## config.mk

```make
export PLATFORM = sky130hd
export DESIGN_NAME = card_datapath
export DESIGN_NICKNAME = d
export VERILOG_FILES = /design/src/rtl/card_pkg.sv /design/src/rtl/dealcard.sv /design/src/rtl/card_datapath.sv
export SDC_FILE = /design/constraint.sdc
export NUM_CORES = 1
export LEC_CHECK = 0
export ABC_CLOCK_PERIOD_IN_PS = 11300
export CAP_MARGIN = 20
export CORE_ASPECT_RATIO = 0.75
export CORE_MARGIN = 2
export CORE_UTILIZATION = 55
export CTS_CLUSTER_DIAMETER = 120
export DETAILED_ROUTE_END_ITERATION = 10
export HOLD_SLACK_MARGIN = 0.12
export PLACE_DENSITY = 0.95
export RECOVER_POWER = 25
export SETUP_SLACK_MARGIN = 0.15
export SYNTH_ARGS = -nofsm -noshare
export SYNTH_HDL_FRONTEND = slang
export SYNTH_HIERARCHICAL = 1
export SYNTH_SLANG_ARGS = --single-unit
```

## constraint.sdc

```tcl
create_clock -name slow_clock -period 11.3 [get_ports slow_clock]
set_input_delay 3.39 -clock slow_clock [delete_from_list [all_inputs] [get_ports slow_clock]]
set_output_delay 3.39 -clock slow_clock [all_outputs]
set_load 0.1 [all_outputs]
```

## src/rtl/card_pkg.sv

```systemverilog
// Card rank type, deck limits and baccarat scoring helpers.
// Shared by the datapath and the dealing FSM (pcard3 decoding).
package card_pkg;

  typedef logic [3:0] rank_t;

  localparam rank_t NUM_RANKS = 4'd13;
  localparam rank_t FACE_MIN  = 4'd10;

  // Empty slots (rank 0) and 10/J/Q/K all count as zero.
  function automatic logic [3:0] card_value(input rank_t r);
    if (r == 4'd0 || r >= FACE_MIN) begin
      return 4'd0;
    end
    return r;
  endfunction

  // Sum of three values is at most 27, so two conditional subtractions replace mod 10.
  function automatic logic [3:0] hand_score(input rank_t c1, input rank_t c2, input rank_t c3);
    logic [4:0] sum;
    sum = {1'b0, card_value(c1)} + {1'b0, card_value(c2)} + {1'b0, card_value(c3)};
    if (sum >= 5'd20) begin
      sum = sum - 5'd20;
    end else if (sum >= 5'd10) begin
      sum = sum - 5'd10;
    end
    return sum[3:0];
  endfunction

endpackage

```

## src/rtl/dealcard.sv

```systemverilog
// Free-running dealer: counts 1..NUM_RANKS and wraps, one step per slow_clock edge.
// Output is the registered current rank; no backpressure, never pauses.
module dealcard
  import card_pkg::*;
(
  input  logic  slow_clock,
  input  logic  resetb,
  output rank_t deal
);

  always_ff @(posedge slow_clock) begin
    if (resetb) begin
      deal <= 4'd1;
    end else if (deal >= NUM_RANKS) begin
      deal <= 4'd1;
    end else begin
      deal <= deal + 4'd1;
    end
  end

endmodule

```

## src/rtl/card_datapath.sv

```systemverilog
// Baccarat datapath: six card slots loaded from the dealer, plus player/dealer scores.
// Slots update one edge after a load strobe; scores follow combinationally; no backpressure.
module card_datapath
  import card_pkg::*;
(
  input  logic       slow_clock,
  input  logic       resetb,
  input  logic       load_pcard1,
  input  logic       load_pcard2,
  input  logic       load_pcard3,
  input  logic       load_dcard1,
  input  logic       load_dcard2,
  input  logic       load_dcard3,
  output logic [3:0] pcard1,
  output logic [3:0] pcard2,
  output logic [3:0] pcard3,
  output logic [3:0] dcard1,
  output logic [3:0] dcard2,
  output logic [3:0] dcard3,
  output logic [3:0] pscore,
  output logic [3:0] dscore
);

  rank_t deal;

  dealcard u_dealcard (
    .slow_clock (slow_clock),
    .resetb     (resetb),
    .deal       (deal)
  );

  // Slots are independent; simultaneous loads all capture the same pre-increment rank.
  always_ff @(posedge slow_clock) begin
    if (resetb) begin
      pcard1 <= 4'd0;
      pcard2 <= 4'd0;
      pcard3 <= 4'd0;
      dcard1 <= 4'd0;
      dcard2 <= 4'd0;
      dcard3 <= 4'd0;
    end else begin
      if (load_pcard1) pcard1 <= deal;
      if (load_pcard2) pcard2 <= deal;
      if (load_pcard3) pcard3 <= deal;
      if (load_dcard1) dcard1 <= deal;
      if (load_dcard2) dcard2 <= deal;
      if (load_dcard3) dcard3 <= deal;
    end
  end

  always_comb begin
    pscore = hand_score(pcard1, pcard2, pcard3);
    dscore = hand_score(dcard1, dcard2, dcard3);
  end

endmodule

```

=== Word-level counts from Yosys, hierarchy flattened ===
Index checks and enable logic that the tools add are counted.

* Flip-flop bits (word level): 28
* Output and inout bits: 32
* Bits of input ports: 8

* $add $sub $neg: 9
* Muxes and demuxes: 22
* Reduce and logical (&&, ||, !) cells: 13
* Order comparisons: 11

{| class="wikitable"
|+ Operators with widths
! kind !! number
|-
| $mux 4 || 16
|-
| $ge 4x4->1 const B || 7
|-
| $logic_not 4->1 || 6
|-
| $add 4x4->5 || 2
|-
| $add 5x4->5 || 2
|-
| $ge 5x4->1 const B || 2
|-
| $ge 5x5->1 const B || 2
|-
| $sub 4x3->4 const B || 2
|-
| $sub 4x4->4 const B || 2
|-
| $logic_or 1x1->1 || 6
|-
| $mux 1 || 6
|-
| $add 4x1->4 const B || 1
|-
| $reduce_or 2->1 || 1
|}

=== Depth between registers and ports, before layout ===
* Depth in word-level cells: 9
* Depth in mapped cells: 12
* Gate-level depth less buffers: 12

=== Modules after synthesis ===
The synthesis kept the hierarchy.

{| class="wikitable"
|+ Modules (own cells, without submodules)
! module !! seq. area each (um2) !! instances !! cells each !! area an instance (um2)
|-
| card_datapath || 480.5 || 1 || 185 || 1660.3
|-
| dealcard || 80.1 || 1 || 19 || 193.9
|}

=== Worst setup path after synthesis ===
OpenSTA, ideal clock, no wires.

* Path type: reg-to-output
* Start point: register dcard1[3]
* End point: output port dscore[3]
* Arrival time: 5.453 ns
* Cell stages (with the launch flop): 13
* Path slack: 2.457 ns
* Cells stage by stage: dfxtp_1 > o21ai_0 > and2_1 > fa_1 > ha_1 > fa_1 > xor2_1 > inv_1 > ha_1 > a211o_1 > nor3_1 > a21oi_1 > o21ai_0

* Longest elaborated chain between the ends: 9

{| class="wikitable"
|+ RTL lines
! item !! line !! source
|-
| start, declared || card_datapath.sv:17 || <nowiki>output logic [3:0] dcard1,</nowiki>
|-
| start signal, assigned || card_datapath.sv:45 || <nowiki>if (load_dcard1) dcard1 <= deal;</nowiki>
|-
| $ge 4x4->1 / $logic_not 4->1 (equally long branches) || card_pkg.sv:12 || <nowiki>if (r == 4'd0 || r >= FACE_MIN) begin</nowiki>
|-
| $logic_or 1x1->1 || card_pkg.sv:12 ||
|-
| $mux 1 || card_pkg.sv:12 ||
|-
| $mux 4 (*) || card_pkg.sv:15 || <nowiki>return r;</nowiki>
|-
| $add 4x4->5 (*) || card_pkg.sv:21 || <nowiki>sum = {1'b0, card_value(c1)} + {1'b0, card_value(c2)} + {1'b0, card_value(c3)};</nowiki>
|-
| $add 5x4->5 (*) || card_pkg.sv:21 ||
|-
| $sub 4x4->4 / $ge 5x4->1 (equally long branches) || card_pkg.sv:25, card_pkg.sv:24 ||
|-
| $mux 4 || card_pkg.sv:24 || <nowiki>end else if (sum >= 5'd10) begin</nowiki>
|-
| $mux 4 (*) || card_pkg.sv:22 || <nowiki>if (sum >= 5'd20) begin</nowiki>
|-
| end, declared || card_datapath.sv:21 || <nowiki>output logic [3:0] dscore</nowiki>
|}

Every way passes the cells marked *; elsewhere a longest branch is shown, timed or not.

=== Worst setup path after layout ===
* Start point: register dcard3[1]
* End point: output port dscore[3]

* Longest elaborated chain between the ends: 8

{| class="wikitable"
|+ RTL lines
! item !! line !! source
|-
| start, declared || card_datapath.sv:19 || <nowiki>output logic [3:0] dcard3,</nowiki>
|-
| start signal, assigned || card_datapath.sv:47 || <nowiki>if (load_dcard3) dcard3 <= deal;</nowiki>
|-
| $ge 4x4->1 / $logic_not 4->1 (equally long branches) || card_pkg.sv:12 ||
|-
| $logic_or 1x1->1 || card_pkg.sv:12 ||
|-
| $mux 1 || card_pkg.sv:12 ||
|-
| $mux 4 (*) || card_pkg.sv:15 ||
|-
| $add 5x4->5 (*) || card_pkg.sv:21 ||
|-
| $sub 4x4->4 / $ge 5x4->1 (equally long branches) || card_pkg.sv:25, card_pkg.sv:24 ||
|-
| $mux 4 || card_pkg.sv:24 ||
|-
| $mux 4 (*) || card_pkg.sv:22 ||
|}

Marked as above.

==> metrics.csv <==
metric,value,unit
status,finished clean,
skew final,0.00700,ns
critical path's largest stage delay,1.15,ns
Post-Synth Adder-Cell Area,0.209,
GR Overflow Total,0,
Crit path depth,12,
dpl hpwl,2920,um
cell family with most CP delay,adder cells,
Total Routing Usage GR,0.211,
compound-gate portion of the synthesized area,0.0789,
clock share of power,0.202,
aggregate negative setup slack,0,ns
Routed wire per std cell,13.6,um
max-cap viol count,0,
clock slew at reported path FFs,0.09,ns
max-slew violation count,0,
Hold Path Cell Cnt,2,
final hold viol count,0,
Rows,18,
setup violators final,0,
Antenna Violating Nets Remaining,0,
Initial Util,0.568,
worst-path cell chain,nor2b_1 -> fa_1 -> ha_1 -> fa_1 -> xor2_1 -> inv_1 -> ha_1 -> a211o_1 -> nor3_1 -> a21oi_1 -> o21ai_0 -> clkdlybuf4s50_1,
DR vias/cell,5.25,
R2R cell count,5,
Clk Tree Root Cell,clkbuf_8,
LEAKAGE,1.09,nW
post-route minimum period,7.82,ns
CP Max Fanout,5,
1st-iter DRT viols,83,
Cell Int Power,0.209,mW
share of layout cells above drive strength 1,0.0251,
global-route wire length before repair,6350,um
largest net degree at the start of global routing,27,
Syn Inst Count,204,
Switching Fraction,0.453,
Reg power frac,0.299,
Synth Area in XOR/XNOR,0.0378,
Hold Crit Class,reg2reg,
Yosys warning count,6,
post-cts resize count,0,
CP endpoint kind,output port,
Post-CTS Setup Bufs,0,
Skew-Pair Late Insertion Delay,0.27,ns
WL final,3800,um
Combinational Power Share,0.498,
cell area power density,164,nW/um^2
die height,54.3,um
Simple-Gate Fraction of Synth Area,0.186,
RSZ-0062 raised after global routing,no,
# nets final,273,
P_sw,0.173,mW
slew margin rel.,0.336,
synthesized cell area,1850,um^2
# clock sinks,28,
Die W,71.0,um
fin crit share,0.692,
Startpoint Class,flip-flop,
Filler Cell Count,241,
vias post-DR,1464,
"Area growth, synth to finish",26.0,%
CP max-delay cell,clkdlybuf4s50_1,
IO Port Bufs,39,
Mapped Nets,237,
Worst EP required,7.91,ns
post-synthesis register bit count,28,
Slew @ Worst Pin,0.993,ns
Setup CP Type,reg2out,
H-tree Lvls,1,
GP Congestion,0.836,
post-synthesis mux area share,0.146,
Die ar.,3860,um^2
Final Core Density,0.715,
# IOs,40,
total inserted antenna cells,0,
Avg Inst Size Synth,9.09,um^2
CTS Hold Bufs,0,
Max Clock Freq,128,MHz
Critical Path AT,4.43,ns
largest family of logic cells by synthesized area,adder cells,
Pre-antenna DRT Iters,4,
Num CTS Buffers,3,
Max clock buf depth,2,
initial antenna violation count,0,
register area share after synthesis,0.302,
vias in the first global route,1371,
Netlist cell types,26,
VDD IR max,0.0965,mV
"Buf+Inv Stages, Crit Path",2,
CTS tree,yes,
drt drc,0,
Floorplan Core Area,3270,um^2
Hold WS,0.524,ns
path summary, 6_finish.rpt:
| check | from | endpoint | slack (ns) |
|---|---|---|---|
| worst max register to register | u_dealcard/deal[0] | u_dealcard/deal[1] | 9.90 |
| worst max-delay path | dcard3[1] | dscore[3] | 3.48 |
| worst min-delay path | dcard3[0] | dcard3[0] | 0.52 |
| worst min register to register | dcard3[0] | dcard3[0] | 0.52 |
flip-flops by register name, indices dropped and copies added, names as in the netlist:
signal	count
pcard3	4
dcard1	4
dcard3	4
dcard2	4
u_dealcard/deal	4
pcard2	4
pcard1	4
worst min-delay path: stages (launching register included):
cell     delay, ns
dfxtp_1       0.36
mux2i_1       0.07
nor2_1        0.07
cells in the mapped netlist:
library cell	instances	share of area
inv_1	12	0.024
and2_1	7	0.024
dfxtp_1	28	0.30
nand2_1	7	0.014
a21oi_1	6	0.016
a21o_1	2	0.0081
o211a_1	1	0.0054
nor2b_1	13	0.044
fa_1	10	0.11
a211o_1	2	0.0094
nor2_1	36	0.073
nand3_1	3	0.0081
xnor2_1	5	0.024
o21ai_1	1	0.0027
nand2b_4	1	0.0074
clkbuf_1	8	0.016
a21oi_2	1	0.0047
a31o_1	1	0.0047
nor3_1	2	0.0054
nand2b_1	2	0.0067
xor2_1	3	0.014
mux2i_1	27	0.15
o21ai_0	9	0.024
ha_1	15	0.10
a31oi_1	1	0.0034
or3_1	1	0.0034
cell type report:
type / count / area (um^2) / share of cell area
clock inverters: 1 / 30.0 / 0.0129
clock buffers: 3 / 41.3 / 0.0177
multi-input cells: 156 / 1220 / 0.522
well taps: 40 / 50.0 / 0.0214
inverters: 12 / 45.0 / 0.0193
repair buffers: 39 / 390 / 0.167
flip-flops and latches: 28 / 561 / 0.240
stage by stage:
step | area, um^2 | worst slack, ns | std cells | total power [mW]
after floorplan | 1850 | 2.46 | 204 | 0.268
after global placement | 2260 | 3.87 | 275 | 0.302
after detailed placement | 2260 | 3.80 | 275 | 0.307
after CTS | 2340 | 3.46 | 279 | 0.385
after global routing | 2340 | 3.15 | 279 | 0.404
final | 2340 | 3.48 | 279 | 0.382
cell usage in the layout (no fill, tap or decap):
cell             netlist  layout
a21oi_2                1       1
bufinv_16              0       1
nor2_1                36      36
xor2_1                 3       3
nand2b_1               2       2
inv_1                 12      12
o211a_1                1       1
xnor2_1                5       5
dlygate4sd3_1          0       1
nand3_1                3       3
fa_1                  10      10
nor3_1                 2       2
a31o_1                 1       1
o21ai_0                9       9
a31oi_1                1       1
or3_1                  1       1
clkdlybuf4s50_1        0      38
nand2b_4               1       1
mux2i_1               27      27
dfxtp_1               28      28
a21o_1                 2       2
clkbuf_8               0       3
ha_1                  15      15
o21ai_1                1       1
and2_1                 7       7
a211o_1                2       2
nor2b_1               13      13
a21oi_1                6       6
nand2_1                7       7
power by group through the flow:
| stage | Combinational (mW) | Sequential, mW | Clock (mW) |
|---|---|---|---|
| after CTS | 0.191 | 0.114 | 0.0797 |
| after floorplan | 0.118 | 0.149 | 0 |
| after global placement | 0.186 | 0.117 | 0 |
| after global routing | 0.204 | 0.116 | 0.0842 |
| after detailed placement | 0.190 | 0.117 | 0 |
| final | 0.190 | 0.114 | 0.0774 |
per-layer routing:
layer / track usage / vias up / part of all wire
met2: 0.352 / 44 / 0.44
met5: 0 / - / 0
li1: - / 743 / -
met1: 0.299 / 677 / 0.50
met3: 0.0497 / 0 / 0.062
met4: 0.00943 / 0 / 0
logic make-up (layout without fill, tap and decap cells):
family,after synthesis,in the layout
AOI/OAI and AO/OA,24,24
xor gates and xnor gates,8,8
adders and majority gates,25,25
buffers and inverters,20,55
DFF,28,28
muxes,27,27
and+or+nand+nor,72,72
No activity file was read; power rests on OpenSTA's default activity.
